===== src/rtl/key_pkg.sv =====
// Shared key-gesture definitions: FSM state encoding and default gesture timings.
// Reused by the classifier and any future multi-key scanner.
package key_pkg;

    typedef enum logic [2:0] {
        S_IDLE   = 3'd0,
        S_PRESS1 = 3'd1,
        S_WAIT2  = 3'd2,
        S_PRESS2 = 3'd3,
        S_LONG   = 3'd4
    } key_state_t;

    localparam int DEF_LONG_MS   = 1000;
    localparam int DEF_DOUBLE_MS = 300;
    localparam int DEF_REPEAT_MS = 200;

    // ms_cnt value at which the next tick completes an N ms interval
    function automatic logic [15:0] ms_last(input int ms);
        return 16'(ms - 1);
    endfunction

endpackage


===== src/rtl/ms_tick_gen.sv =====
// Restartable 1 ms tick: tick is high on the (CLK_FREQ_MHZ*1000)-th cycle after clr or the previous tick.
// clr restarts the count on the next edge; no backpressure.
module ms_tick_gen #(
    parameter int CLK_FREQ_MHZ = 100
) (
    input  logic clk,
    input  logic rstn,
    input  logic clr,
    output logic tick
);

    localparam int              PERIOD = CLK_FREQ_MHZ * 1000;
    localparam int              W      = $clog2(PERIOD);
    localparam logic [W-1:0]    LAST   = W'(PERIOD - 1);

    logic [W-1:0] r_cnt;

    always_ff @(posedge clk or negedge rstn) begin
        if (!rstn) begin
            r_cnt <= '0;
        end else if (clr || (r_cnt == LAST)) begin
            r_cnt <= '0;
        end else begin
            r_cnt <= r_cnt + W'(1);
        end
    end

    assign tick = (r_cnt == LAST);

endmodule


===== src/rtl/key_press_classifier.sv =====
// Turns debounced press/release pulses of one key into click, double click, long press, repeat and release gestures.
// Every output is a registered 1-cycle pulse, 1 clk after its cause; no backpressure.
module key_press_classifier
    import key_pkg::*;
#(
    parameter int CLK_FREQ_MHZ = 100,
    parameter int LONG_MS      = DEF_LONG_MS,
    parameter int DOUBLE_MS    = DEF_DOUBLE_MS,
    parameter int REPEAT_MS    = DEF_REPEAT_MS
) (
    input  logic clk,
    input  logic rstn,
    input  logic en,
    input  logic key_down_one_time,
    input  logic key_up_one_time,
    output logic click,
    output logic double_click,
    output logic long_press,
    output logic long_repeat,
    output logic long_release,
    output logic busy
);

    localparam logic [15:0] LONG_LAST   = ms_last(LONG_MS);
    localparam logic [15:0] DOUBLE_LAST = ms_last(DOUBLE_MS);
    localparam logic [15:0] REPEAT_LAST = ms_last(REPEAT_MS);

    logic [1:0]  r_rst_sync;
    logic        w_rst_n;
    key_state_t  r_state;
    key_state_t  w_nxt;
    logic [15:0] r_ms_cnt;
    logic        w_tick;
    logic        w_dn;
    logic        w_up;
    logic        w_clr;
    logic        w_ms_clr;
    logic        w_fire_click;
    logic        w_fire_dbl;
    logic        w_fire_lp;
    logic        w_fire_rep;
    logic        w_fire_lr;
    logic        r_click;
    logic        r_dbl;
    logic        r_lp;
    logic        r_rep;
    logic        r_lr;

    // Assert asynchronously, release two clocks after rstn rises
    always_ff @(posedge clk or negedge rstn) begin
        if (!rstn) begin
            r_rst_sync <= 2'b00;
        end else begin
            r_rst_sync <= {r_rst_sync[0], 1'b1};
        end
    end
    assign w_rst_n = r_rst_sync[1];

    // Simultaneous press and release cannot come from the debouncer; drop both
    assign w_dn = key_down_one_time & ~key_up_one_time;
    assign w_up = key_up_one_time & ~key_down_one_time;

    always_comb begin
        w_nxt        = r_state;
        w_fire_click = 1'b0;
        w_fire_dbl   = 1'b0;
        w_fire_lp    = 1'b0;
        w_fire_rep   = 1'b0;
        w_fire_lr    = 1'b0;
        if (!en) begin
            w_nxt = S_IDLE;
        end else begin
            case (r_state)
                S_IDLE: begin
                    if (w_dn) w_nxt = S_PRESS1;
                end
                S_PRESS1: begin
                    if (w_up) begin
                        w_nxt = S_WAIT2;
                    end else if (w_tick && r_ms_cnt == LONG_LAST) begin
                        w_fire_lp = 1'b1;
                        w_nxt     = S_LONG;
                    end
                end
                S_WAIT2: begin
                    if (w_dn) begin
                        w_nxt = S_PRESS2;
                    end else if (w_tick && r_ms_cnt == DOUBLE_LAST) begin
                        w_fire_click = 1'b1;
                        w_nxt        = S_IDLE;
                    end
                end
                S_PRESS2: begin
                    if (w_up) begin
                        w_fire_dbl = 1'b1;
                        w_nxt      = S_IDLE;
                    end else if (w_tick && r_ms_cnt == LONG_LAST) begin
                        w_fire_click = 1'b1;
                        w_fire_lp    = 1'b1;
                        w_nxt        = S_LONG;
                    end
                end
                S_LONG: begin
                    if (w_up) begin
                        w_fire_lr = 1'b1;
                        w_nxt     = S_IDLE;
                    end else if (w_tick && r_ms_cnt == REPEAT_LAST) begin
                        w_fire_rep = 1'b1;
                    end
                end
                default: w_nxt = S_IDLE;
            endcase
        end
    end

    // Repeat restarts only ms_cnt; the prescaler has just wrapped, so periods do not drift
    assign w_clr    = !en || (w_nxt != r_state);
    assign w_ms_clr = w_clr || w_fire_rep;

    ms_tick_gen #(
        .CLK_FREQ_MHZ(CLK_FREQ_MHZ)
    ) u_ms_tick (
        .clk  (clk),
        .rstn (w_rst_n),
        .clr  (w_clr),
        .tick (w_tick)
    );

    always_ff @(posedge clk or negedge w_rst_n) begin
        if (!w_rst_n) begin
            r_ms_cnt <= 16'd0;
        end else if (w_ms_clr) begin
            r_ms_cnt <= 16'd0;
        end else if (w_tick) begin
            r_ms_cnt <= r_ms_cnt + 16'd1;
        end
    end

    always_ff @(posedge clk or negedge w_rst_n) begin
        if (!w_rst_n) begin
            r_state <= S_IDLE;
            r_click <= 1'b0;
            r_dbl   <= 1'b0;
            r_lp    <= 1'b0;
            r_rep   <= 1'b0;
            r_lr    <= 1'b0;
        end else begin
            r_state <= w_nxt;
            r_click <= w_fire_click;
            r_dbl   <= w_fire_dbl;
            r_lp    <= w_fire_lp;
            r_rep   <= w_fire_rep;
            r_lr    <= w_fire_lr;
        end
    end

    assign click        = r_click;
    assign double_click = r_dbl;
    assign long_press   = r_lp;
    assign long_repeat  = r_rep;
    assign long_release = r_lr;
    assign busy         = (r_state != S_IDLE);

endmodule


===== config.mk =====
export PLATFORM = sky130hd
export DESIGN_NAME = key_press_classifier
export DESIGN_NICKNAME = d
export VERILOG_FILES = /design/src/rtl/key_pkg.sv /design/src/rtl/ms_tick_gen.sv /design/src/rtl/key_press_classifier.sv
export SDC_FILE = /design/constraint.sdc
export NUM_CORES = 1
export LEC_CHECK = 0
export CORE_ASPECT_RATIO = 0.75
export CORE_MARGIN = 2
export CORE_UTILIZATION = 30
export DETAILED_ROUTE_END_ITERATION = 10
export GPL_TIMING_DRIVEN = 0
export HOLD_SLACK_MARGIN = 0.12
export SYNTH_ARGS = -nofsm -noshare
export SYNTH_HDL_FRONTEND = slang
export SYNTH_SLANG_ARGS = --single-unit
export TNS_END_PERCENT = 100

===== constraint.sdc =====
create_clock -name clk -period 1.46 [get_ports clk]
set_input_delay 0.292 -clock clk [delete_from_list [all_inputs] [get_ports clk]]
set_output_delay 0.292 -clock clk [all_outputs]
set_load 0.1 [all_outputs]

==> results of run 1 <==
-- worst min path at each step --
stage	depth (start not counted)	slack, ns	to	startpoint
final	0	0.12	r_ms_cnt[10]$_DFFE_PN0P_	r_rst_sync[1]$_DFF_PN0_
after global routing	1	0.13	r_rst_sync[0]$_DFF_PN0_	rstn
after global placement	0	0.34	r_rst_sync[1]$_DFF_PN0_	r_rst_sync[0]$_DFF_PN0_
after detailed placement	0	0.12	u_ms_tick.r_cnt[1]$_DFF_PN0_	r_rst_sync[1]$_DFF_PN0_
after CTS	1	0.13	r_rst_sync[0]$_DFF_PN0_	rstn
after floorplan	0	-0.004	r_rst_sync[0]$_DFF_PN0_	rstn
-- flip-flops by register name, summed over array words and instances, names as in the netlist --
register,cells
r_ms_cnt,16
double_click,1
click,1
long_release,1
long_press,1
r_state,3
long_repeat,1
r_rst_sync,2
u_ms_tick.r_cnt,17
-- per-layer routing --
metal	wire, µm	global-route usage, %	up-vias
met5	0	0	-
met4	61	4.13	0
met3	413	3.65	8
met2	2460	20.8	66
met1	3020	22.1	1013
li1	-	-	978
-- metrics by stage --
stage                     setup slack, ns  utilization [%]  TNS [ns]  area (µm²)  total power [W]
after floorplan                     -1.07                -    -29.82        2340          0.00134
after global placement              -1.39             34.7    -54.19        2570          0.00139
after detailed placement            -1.46             35.0    -41.09        2590          0.00139
after CTS                          -0.939             41.3    -30.85        3060          0.00242
after global routing                -1.02             42.5    -32.70        3140          0.00251
final                              -0.959             42.5    -30.68        3140          0.00240
-- placed cells by master, fill, tap and decap left out, drive strengths merged, types with 3 or more instances in the layout --
| cell | count |
|---|---|
| nand4 | 12 |
| or3 | 9 |
| clkbuf | 6 |
| dfrtp | 43 |
| o21ai | 7 |
| nor2 | 35 |
| o31ai | 4 |
| or4 | 9 |
| or4bb | 4 |
| inv | 7 |
| clkdlybuf4s50 | 4 |
| nor4 | 8 |
| xnor2 | 11 |
| nor3 | 9 |
| nand3 | 13 |
| a211oi | 7 |
| nand2b | 4 |
| and4 | 4 |
| xor2 | 11 |
| nand2 | 15 |
| buf | 40 |
| and3 | 3 |
-- worst reg2reg max path: stages (launching register included) --
cell	delay (ns)
dfrtp_1	0.41
or4bb_4	0.55
or4_4	0.57
or4_4	0.44
nand3_4	0.14
buf_12	0.14
a211oi_2	0.05
-- where the power goes --
| part | switching, W | internal (W) | leakage (nW) | total (W) |
|---|---|---|---|---|
| Clock | 0.000433 | 0.000510 | 0.0581 | 0.000943 |
| Sequential | 0.0000140 | 0.00120 | 0.593 | 0.00122 |
| Combinational | 0.000129 | 0.000117 | 0.593 | 0.000246 |
| Total | 0.000576 | 0.00183 | 1.24 | 0.00240 |
-- cell families (layout without fill, tap and decap cells) --
kind of cell / count (synthesis) / in the layout / share of synthesized area (%)
simple gates: 136 / 136 / 34.1
fa+ha+maj: 2 / 2 / 1.08
other cells: 1 / 1 / 0.162
compound gates: 24 / 24 / 6.92
xor+xnor: 22 / 22 / 8.32
mux: 1 / 1 / 0.486
buf+inv: 13 / 60 / 2.49
flops: 43 / 43 / 46.5
-- layout make-up --
class                      count  area, µm²
buffer                         4       58.8
fill                         718       4260
tap                          101        126
clock inverter                 3       43.8
inverter                       7       26.3
sequential                    43       1080
multi-input combinational    186       1350
timing repair buffer          41        389
clock buffer                   5       68.8
-- what timing repair did --
item,4_1_cts,5_1_grt
setup buffers,25,4
setup endpoints to repair,45,42
pin swaps,15,15
resized for setup,66,20
cloned,1,0
==> flow_summary.ini, run 1 <==
[status]
violated_checks = negative setup slack
run_status = finished, violations left

[clock_network]
h-tree-depth = 2
cts-buffers-inserted = 5
clock_insertion_delay_worst_skew_ns = 0.30
cts_tree = done
cts.sinks = 43
cts_max_path_buffers = 2
post_cts_hold_buffer_count = 0
clk_transition_reported_paths_ns = 0.09
root_buffer_selected_by_cts = clkbuf_8

[worst_setup_path]
critical_path_class = reg2reg
r2r.worst_path.cells = 6
setup.worst_path.start = u_ms_tick.r_cnt[5]$_DFF_PN0_
path_buf_inv = 1
reg2reg_slack_ns = -0.96
max_stage_delay_ns = 0.57
data_arrival_at_the_endpoint_of_the_critical_path_ns = 2.60
regToRegStartpoint = u_ms_tick.r_cnt[5]$_DFF_PN0_
cp_top_family = simple AND/OR/NAND/NOR gates
worstPathCellList = or4bb_4 -> or4_4 -> or4_4 -> nand3_4 -> buf_12 -> a211oi_2
cp_capture_type = flip-flop
most_common_cell_on_crit_path = or4_4
timing.critical_path.required_ns = 1.64
max_fo_critical_path = 7
worst_path_max_delay_cell = or4_4
timing.critical_path.depth = 6
critPathLaunchType = flip-flop
r2r-end = r_ms_cnt[12]$_DFFE_PN0P_
critical_path.endpoint = r_ms_cnt[12]$_DFFE_PN0P_

[detailed_routing]
vias = 2065
postRouteAntennaNets = 0
post_drt_wl_per_cell_um = 15.3
vias_per_cell = 5.29
detail_route.first_pass.iterations = 4
initialDrtViolationCount = 179
drc = 0
drt-total-wl_um = 5950

[sta]
timing.final.hold_violations = 0
worstMarginPinSlew_ns = 0.674
max-slew-margin-rel_pct = 54.7
final_setup_violations = 40
final_period_minus_worst_setup_slack_ns = 2.42
final-max-slew-violation-count = 0
share_of_the_clock_period_used_by_the_worst_path_pct = 166
max_freq_mhz = 413
rsz_0062_raised_after_global_routing = true
worst_clock_skew_ns = 0.00562
finalHoldWorstSlack_ns = 0.122
layout_setup_ws_ns = -0.959

[placed_design]
place_congestion = 0.834
placed_cells = 354
buffer_ports.inserted = 10
dpl.hpwl_um = 3780

[min_path]
hold_class = reg2async

[synthesis]
synth.ff_latch_count = 43
synth-seq-area-share_pct = 46.5
syn_avg_cell_area_um2 = 9.56
syn-instance-count = 242
post_synth_most_frequent_cells = dfrtp_1 (43), nor2_1 (35), nand2_1 (15), nand3_1 (12), nand4_1 (12)
synth.most_common_cell = dfrtp_1
synth-edff-count = 0
yosysWarningCount = 0
synth_top_cells_by_area = dfrtp_1 (46%), nor2_1 (5.7%), xnor2_1 (4.2%)
synth_top_flop_cell = dfrtp_1
synth_fp_nets = 249
share_of_flip_flops_with_an_asynchronous_set_or_reset_pct = 100
post-synth-top-area-cell = dfrtp_1
syn-cell-area_mm2 = 0.00231
synth_top_area_share_pct = 46.5
synth.lib_cells_used.distinct = 41

[finish]
fraction_of_layout_cells_with_a_size_suffix_above_1_pct = 30.1
antenna_cells = 0
post_layout_nonfiller_instances = 390
final_net_count = 295
syn2layout_area_growth_pct = 35.7

[power]
leakagePower_nw = 1.24
vdd.ir_drop.worst_uv = 386
power-per-cell-area_mw_per_mm2 = 765

[global_route]
global_route.usage.total_pct = 14.8
global_route_total_overflow = 0
grt_first_pass_wirelength_um = 9670
grt_max_degree = 34
grt_pass1_vias = 1924
grt_antenna_before_repair = 0

[die]
fp.dieArea_mm2 = 0.00844
num_rows = 27
num_io_pins = 11
core_region_area_mm2 = 0.00740
die_height_um = 80.1
floorplan.initialDensity_pct = 31.3
die_w_um = 105

[run]
maxCapViolations = 0
Power figures use the tool's default switching activity.
==> run 2: changes to the inputs <==
PLACE_DENSITY_LB_ADDON = 0.25   (was default)
==> flow_summary.ini, run 2 (same netlist as run 1, synthesis figures left out) <==
[status]
run_status = finished, violations left
violated_checks = negative setup slack

[detailed_routing]
initialDrtViolationCount = 113
detail_route.first_pass.iterations = 4
vias_per_cell = 5.22
post_drt_wl_per_cell_um = 15.7
drt-total-wl_um = 6180
drc = 0
postRouteAntennaNets = 0
vias = 2055

[power]
p_sw_w = 0.000555
clock_power_share_pct = 39.0
sw_frac_of_total_pct = 23.4
power.internal_w = 0.00182
p_comb_share_pct = 9.6
vdd.ir_drop.worst_uv = 337
leakagePower_nw = 1.25
power-per-cell-area_mw_per_mm2 = 756
p_seq_share_pct = 51.4

[sta]
share_of_the_clock_period_used_by_the_worst_path_pct = 166
finalHoldWorstSlack_ns = 0.144
worst_clock_skew_ns = 0.00564
rsz_0062_raised_after_global_routing = true
worstMarginPinSlew_ns = 0.708
max_freq_mhz = 412
final_setup_violations = 40
max-slew-margin-rel_pct = 52.4
layout_setup_ws_ns = -0.965
final_period_minus_worst_setup_slack_ns = 2.43
final-max-slew-violation-count = 0
timing.final.hold_violations = 0

[clock_network]
clk_transition_reported_paths_ns = 0.08
root_buffer_selected_by_cts = clkbuf_8
cts.sinks = 43
cts-buffers-inserted = 5
cts_max_path_buffers = 2
h-tree-depth = 2
clock_insertion_delay_worst_skew_ns = 0.30
cts_tree = done

[finish]
fillCellCount = 718
final_cell_mix = dfrtp_1 (40), nor2_1 (29), buf_4 (23)
largest-register = u_ms_tick.r_cnt
antenna_cells = 0
layout.area.seq_mm2 = 0.00108
final_common_cell = dfrtp_1
syn2layout_area_growth_pct = 35.7
layout.cell_area.non_filler_mm2 = 0.00314
reg_top3 = u_ms_tick.r_cnt: 17 flops, r_ms_cnt: 16 flops, r_state: 3 flops
fraction_of_layout_cells_with_a_size_suffix_above_1_pct = 30.0
final_net_count = 299
footprint_of_the_multi_input_gates_mm2 = 0.00133
max_reg_flops = 17

[die]
die_height_um = 80.1
fp.dieArea_mm2 = 0.00844
die_w_um = 105
num_rows = 27
core_region_area_mm2 = 0.00740
floorplan.initialDensity_pct = 31.3
num_io_pins = 11

[placed_design]
pre_cts_ws_ns = -1.38
dpl.hpwl_um = 3890
place_congestion = 0.827
buffer_ports.inserted = 10
place_area_mm2 = 0.00259

[global_route]
grt_pass1_vias = 1928
grt_first_pass_wirelength_um = 10100
grt_max_degree = 23
global_route_total_overflow = 0
global_route.usage.total_pct = 15.4
grt_antenna_before_repair = 0

[run]
maxCapViolations = 0

[worst_setup_path]
timing.critical_path.required_ns = 1.64
critPathLaunchType = flip-flop
max_fo_critical_path = 8
critical_path_class = reg2reg
cp_capture_type = flip-flop
data_arrival_at_the_endpoint_of_the_critical_path_ns = 2.61

[min_path]
hold_class = in2async
==> run 2: changes by cell type in the layout (fill, tap and decap cells not counted), moves of 3 or more <==
cell / previous run / this run
nor2_1: 35 / 29
nor2_2: 0 / 6
buf_4: 20 / 23
clkbuf_1: 0 / 3
==> run 2: through the flow <==
step / util [%] / setup TNS, ns / total power [W] / cells
detailed placement: 35.1 / -40.43 / 0.00140 / 354
floorplan: - / -29.82 / 0.00134 / 242
global placement: 34.7 / -56.08 / 0.00139 / 353
CTS: 41.8 / -30.94 / 0.00240 / 389
finish: 42.5 / -31.14 / 0.00237 / 394
global route: 42.5 / -33.05 / 0.00249 / 394
==> run 2: final timing paths <==
path | startpoint | endpoint | slack [ns] | cells past startpoint
max in group asynchronous | r_rst_sync[1]$_DFF_PN0_ | r_state[2]$_DFF_PN0_ | 0.74 | 1
hold / removal | rstn | r_rst_sync[0]$_DFF_PN0_ | 0.14 | 1
setup reg to reg | u_ms_tick.r_cnt[12]$_DFF_PN0_ | r_ms_cnt[3]$_DFFE_PN0P_ | -0.97 | 6
hold reg to reg | r_rst_sync[1]$_DFF_PN0_ | u_ms_tick.r_cnt[0]$_DFF_PN0_ | 0.24 | 0
setup / recovery | u_ms_tick.r_cnt[12]$_DFF_PN0_ | r_ms_cnt[3]$_DFFE_PN0P_ | -0.97 | 6
min in group clk | r_rst_sync[0]$_DFF_PN0_ | r_rst_sync[1]$_DFF_PN0_ | 0.36 | 0
==> run 2: worst max-delay path: stages, from the launching register on <==
cell,delay [ns]
dfrtp_1,0.41
or4b_4,0.56
or4_4,0.57
or4_4,0.44
nand3_4,0.14
buf_12,0.14
a211oi_1,0.05
==> run 2: power groups by stage <==
stage                     sequential (W)  combinational [W]  clock (W)
after floorplan                  0.00125          0.0000884          0
after detailed placement         0.00125           0.000151          0
after global placement           0.00126           0.000130          0
after global routing             0.00123           0.000245    0.00102
final                            0.00122           0.000228   0.000925
after CTS                        0.00122           0.000224   0.000954
==> run 2: what timing repair did <==
item                                    4_1_cts  5_1_grt
pin swaps                                    24        9
resized for setup                            70       15
cloned                                        2        0
hold buffers                                  0        0
setup buffers                                27        6
endpoints found under the hold margin         0        0
endpoints found under the setup margin       45       44
==> run 2: layout make-up <==
cell class              instances  area share, %
inverters                       7          0.836
flip-flops and latches         43           34.4
well taps                     101           4.02
multi-input cells             186           42.3
repair buffers                 45           13.7
clock inverters                 1          0.956
plain buffers                   4           1.39
clock buffers                   7           2.43
==> run 2: metal layers <==
metal,track usage (%),vias to the layer above,wire length [µm],share of wire (%)
li1,-,982,-,-
met1,24.0,1009,3290,53
met2,21.2,54,2560,41
met3,3.17,10,269,4.4
met4,4.53,0,58,0.94
met5,0,-,0,0
==> variant 1, RTL diff (flow settings as in run 1) <==
Reset style: synchronous (`rstn` and `w_rst_n`), changed in 4 clocked blocks. Comments in the files are not updated.
--- a/src/rtl/ms_tick_gen.sv
+++ b/src/rtl/ms_tick_gen.sv
@@ -15,7 +15,7 @@
 
     logic [W-1:0] r_cnt;
 
-    always_ff @(posedge clk or negedge rstn) begin
+    always_ff @(posedge clk) begin
         if (!rstn) begin
             r_cnt <= '0;
         end else if (clr || (r_cnt == LAST)) begin
--- a/src/rtl/key_press_classifier.sv
+++ b/src/rtl/key_press_classifier.sv
@@ -47,7 +47,7 @@
     logic        r_lr;
 
     // Assert asynchronously, release two clocks after rstn rises
-    always_ff @(posedge clk or negedge rstn) begin
+    always_ff @(posedge clk) begin
         if (!rstn) begin
             r_rst_sync <= 2'b00;
         end else begin
@@ -126,7 +126,7 @@
         .tick (w_tick)
     );
 
-    always_ff @(posedge clk or negedge w_rst_n) begin
+    always_ff @(posedge clk) begin
         if (!w_rst_n) begin
             r_ms_cnt <= 16'd0;
         end else if (w_ms_clr) begin
@@ -136,7 +136,7 @@
         end
     end
 
-    always_ff @(posedge clk or negedge w_rst_n) begin
+    always_ff @(posedge clk) begin
         if (!w_rst_n) begin
             r_state <= S_IDLE;
             r_click <= 1'b0;
Function: differs if rstn is asserted again (counterexample within 4 cycles, from zero or initial values and one cycle with rstn low); with rstn held inactive, the same outputs for 10 cycles.
==> variant 1 against run 1 <==
The flow still finishes with violations (negative setup slack); area after synthesis decreased by 8.9%; worst setup slack improved by 0.55 ns; clock skew increased by 0.0023 ns; cell area decreased by 12%; wire length decreased by 16%; maximum frequency increased by 29%; worst hold slack improved by 0.32 ns; utilization decreased by 1.7 points; sequential cell count unchanged; sequential share of layout area decreased by 2.8 points; synthesized cell count decreased by 4.1%.
Power is not compared: it rests on default switching activity, and its combinational part moved more than twofold at a synthesized area within 25%.
==> variant 1: results (changes against run 1) <==
synth.area.top_cells: "dfxtp_1 (41%), xnor2_1 (6.6%), xor2_1 (5.8%)"  # was dfrtp_1 (46%), nor2_1 (5.7%), xnor2_1 (4.2%)
fillCellCount: 681  # was 718
place_ws_ns: -0.768  # was -1.46 ns
grt_usage_pct: 13.5  # was 14.8%
grt_max_degree: 12  # was 34
finalSetupTns_ns: -14.36  # was -30.68 ns
wl_met3_microns: 192  # was 413 microns
viasPerCell: 5.17  # was 5.29
grtUsageMet2_pct: 18.9  # was 20.8%
synth_compound_area_share_pct: 4.51  # was 6.92%
synth_fa_ha_area_share_pct: 1.19  # was 1.08%
grt_use_met3_pct: 2.20  # was 3.65%
synth_xor_area_share_pct: 12.5  # was 8.32%
die_area_sq_um: 7730  # was 8440 sq um
synthDistinctLibCells: 39  # was 41
grt_pass1_wl_microns: 8310  # was 9670 microns
place_area_sq_um: 2390  # was 2590 sq um
syn_area_per_cell_sq_um: 9.09  # was 9.56 sq um
whs_ns: 0.442  # was 0.122 ns
gp_congestion: 0.808  # was 0.834
n_all_inverters: 2  # was 7
synth.area.mux_share_pct: 0.474  # was 0.486%
dp_hpwl_microns: 3220  # was 3780 microns
multi_input_area_share_pct: 49.0  # was 43.0%
dpl.cell_count: 326  # was 354
area.growth.synth_to_final_pct: 31.3  # was 35.7%
failed_checks: "negative setup slack"  # unchanged
cts_setup_buffers: 17  # was 25
clock_skew_ns: 0.00794  # was 0.00562 ns
met1_length_microns: 2670  # was 3020 microns
max_stage_delay_ns: 0.36  # was 0.57 ns
run_status: "finished with violations"  # unchanged
crit_path_end: "r_ms_cnt[3]$_SDFFE_PP0N_"  # was r_ms_cnt[12]$_DFFE_PN0P_
drive_above_1_share_pct: 30.0  # was 30.1%
rr_endpoint: "r_ms_cnt[3]$_SDFFE_PP0N_"  # was r_ms_cnt[12]$_DFFE_PN0P_
nClkBuffers: 6  # was 5
worst_slack_ns: -0.412  # was -0.959 ns
setup_violations: 40  # unchanged
drtIter0Drc: 70  # was 179
ff2ff_path_depth: 9  # was 6
ys.flop_type: "dfxtp_1"  # was dfrtp_1
nNetsFinal: 275  # was 295
num-multi-input-gates: 177  # was 186
met2WireLength_microns: 2080  # was 2460 microns
async_flop_share_pct: 0  # was 100%
synthesis.nets: 239  # was 249
globalRouteMet1Util_pct: 20.6  # was 22.1%
clock_area_share_pct: 2.62  # was 3.58%
seqCellArea_sq_um: 872  # was 1080 sq um
ys_seq_area_share_pct: 40.8  # was 46.5%
[variant 1: cell count changes after synthesis, sizes merged, moves of 6 or more]
cell | before | now
nor2 | 35 | 24
a211oi | 7 | 1
dfrtp | 43 | 0
dfxtp | 0 | 43
or3 | 9 | 2
or4 | 9 | 1
nor3 | 9 | 22
[variant 1: critical path, delay by kind of cell (launching register included)]
kind,cells,cell delay [ns]
and+or+nand+nor,3,0.62
adders and majority gates,1,0.16
DFF,1,0.36
buffers and inverters,3,0.43
AOI/OAI and AO/OA,2,0.21
[variant 1: power by group through the flow]
| stage | sequential (uW) | combinational, uW | clock (uW) |
|---|---|---|---|
| floorplan | 1210 | 48.7 | 0 |
| global placement | 1210 | 75.6 | 0 |
| detailed placement | 1210 | 76.0 | 0 |
| CTS | 1180 | 104 | 727 |
| global route | 1180 | 116 | 786 |
| finish | 1180 | 108 | 707 |
==> variant 2, RTL diff (flow settings as in run 1) <==
Made on the original files. `CLK_FREQ_MHZ` is set to 100 in 2 places; all go to 50.
--- a/src/rtl/ms_tick_gen.sv
+++ b/src/rtl/ms_tick_gen.sv
@@ -1,7 +1,7 @@
 // Restartable 1 ms tick: tick is high on the (CLK_FREQ_MHZ*1000)-th cycle after clr or the previous tick.
 // clr restarts the count on the next edge; no backpressure.
 module ms_tick_gen #(
-    parameter int CLK_FREQ_MHZ = 100
+    parameter int CLK_FREQ_MHZ = 50
 ) (
     input  logic clk,
     input  logic rstn,
--- a/src/rtl/key_press_classifier.sv
+++ b/src/rtl/key_press_classifier.sv
@@ -3,7 +3,7 @@
 module key_press_classifier
     import key_pkg::*;
 #(
-    parameter int CLK_FREQ_MHZ = 100,
+    parameter int CLK_FREQ_MHZ = 50,
     parameter int LONG_MS      = DEF_LONG_MS,
     parameter int DOUBLE_MS    = DEF_DOUBLE_MS,
     parameter int REPEAT_MS    = DEF_REPEAT_MS
Check against the original RTL: same outputs for any inputs over 10 cycles, from zero or initial values and one cycle with rstn low; that may be too few to reach the edited logic, so the function may still have changed.
==> variant 2 against run 1 <==
The flow still finishes with violations (negative setup slack); area after synthesis is 2.5% lower; die area is 2.4% lower; sequential cell count is 1 lower; critical path depth stayed put; synthesized cell count is 0.83% lower; worst setup slack worse by 0.014 ns; worst hold slack better by 0.030 ns; sequential share of layout area is 1.4 points higher; wire length is 11% lower; total power is 4.1% higher; cell count is 3.8% lower; cell area is 5.8% lower; highest routed layer unchanged.
==> variant 2: results (changes against run 1) <==
setup_violations: 39  # was 40
viasPerCell: 5.00  # was 5.29
drtIter0Drc: 69  # was 179
instances_no_fill: 375  # was 390
worst_hold_path_type: "in -> async"  # was reg -> async
gp_congestion: 0.805  # was 0.834
ir_worst_vdd_v: 0.000365  # was 0.000386 V
dp_hpwl_microns: 3400  # was 3780 microns
fillCellCount: 734  # was 718
clock_skew_ns: 0.00843  # was 0.00562 ns
synthesis.nets: 247  # was 249
yosys-top-cells-count: "dfrtp_1 (42), nor2_1 (29), nor3_1 (20), nand2_1 (18)"  # was dfrtp_1 (43), nor2_1 (35), nand2_1 (15), nand3_1 (12), nand4_1 (12)
max_stage_delay_ns: 0.54  # was 0.57 ns
run_status: "finished with violations"  # unchanged
crit_path_end: "u_ms_tick.r_cnt[9]$_DFF_PN0_"  # was r_ms_cnt[12]$_DFFE_PN0P_
drive_above_1_share_pct: 28.5  # was 30.1%
worst_slack_ns: -0.973  # was -0.959 ns
leakage_uw: 0.00118  # was 0.00124 uW
wl_per_cell_microns: 14.2  # was 15.3 microns
grt_pass1_wl_microns: 9120  # was 9670 microns
synth.area.top_cells: "dfrtp_1 (47%), xnor2_1 (5.8%), nor2_1 (4.8%)"  # was dfrtp_1 (46%), nor2_1 (5.7%), xnor2_1 (4.2%)
failed_checks: "negative setup slack"  # unchanged
postSynthCellCount: 240  # was 242
grt_usage_pct: 13.8  # was 14.8%
r2r-start: "r_ms_cnt[15]$_DFFE_PN0P_"  # was u_ms_tick.r_cnt[5]$_DFF_PN0_
grt_max_degree: 41  # was 34
[variant 2: changes by cell type in the layout (fill, tap and decap cells not counted), moves of 4 or more]
cell / delta
buf_8: -4
nor2_1: -12
xnor2_1: +4
nand4_1: -4
buf_4: -6
inv_1: -5
a211oi_2: -7
nor3_2: +4
nor2_2: +6
nor3_1: +7
and3_1: +4
dfrtp_1: -5
dfrtp_2: +4
[variant 2: worst reg2reg max path: stages, from the launching register on]
cell,delay (ns)
dfrtp_1,0.40
or4_4,0.54
or4_4,0.44
or4_4,0.51
o211ai_4,0.18
buf_6,0.20
nor3_2,0.05
[variant 2: kinds of logic (layout without fill, tap and decap cells)]
kind of cell	count (synthesis)	after routing	synth area share, %
and+or+nand+nor	131	131	31.8
DFF	42	42	46.6
xor gates and xnor gates	26	26	10.1
AOI/OAI and AO/OA	21	21	6.43
buffers and inverters	17	51	3.83
adders and majority gates	2	2	1.11
other	1	1	0.166
[variant 2: worst min path at each step]
stage	slack (ns)	depth (start not counted)	to
after floorplan	-0.004	0	r_rst_sync[0]$_DFF_PN0_
after global placement	0.33	0	r_rst_sync[1]$_DFF_PN0_
after detailed placement	0.34	0	r_rst_sync[1]$_DFF_PN0_
after CTS	0.14	1	r_rst_sync[0]$_DFF_PN0_
after global routing	0.14	1	r_rst_sync[0]$_DFF_PN0_
final	0.15	1	r_rst_sync[0]$_DFF_PN0_
[variant 2: power by group]
part           switching, uW  internal, uW  total (uW)
sequential              32.8          1180        1210
combinational            108          79.7         188
clock                    422           685        1110
[variant 2: area by class of cell]
type,count,area [sq um],area share (%)
plain buffers,10,76.3,2.58
clock buffers,5,68.8,2.32
clock inverters,3,68.8,2.32
inverters,5,21.3,0.719
multi-input cells,181,1310,44.1
flip-flops and latches,42,1060,35.7
well taps,101,126,4.27
repair buffers,28,235,7.95
[variant 2: what timing repair did]
action | in CTS | in global routing
resized for setup | 58 | 26
endpoints found under the setup margin | 44 | 43
gates cloned | 2 | 0
buffers inserted | 11 | 5
pin swaps | 12 | 3
[variant 2: per-layer routing]
layer | vias to the layer above | GRT usage [%] | share of wire [%]
li1 | 926 | - | -
met3 | 2 | 3.04 | 2.8
met5 | - | 0 | 0
met1 | 924 | 20.7 | 52
met4 | 0 | 3.11 | 0.36
met2 | 23 | 20.1 | 45
[variant 2: metrics by stage]
step	hold slack (ns)	setup WS [ns]	power (uW)	instance area [sq um]	setup TNS, ns
floorplan	-0.00359	-0.907	1330	2290	-30.44
global placement	0.335	-1.18	1380	2510	-52.20
detailed placement	0.340	-1.19	1380	2520	-39.83
CTS	0.145	-0.977	2510	2870	-34.14
global route	0.143	-1.01	2610	2960	-36.13
finish	0.152	-0.973	2500	2960	-34.47
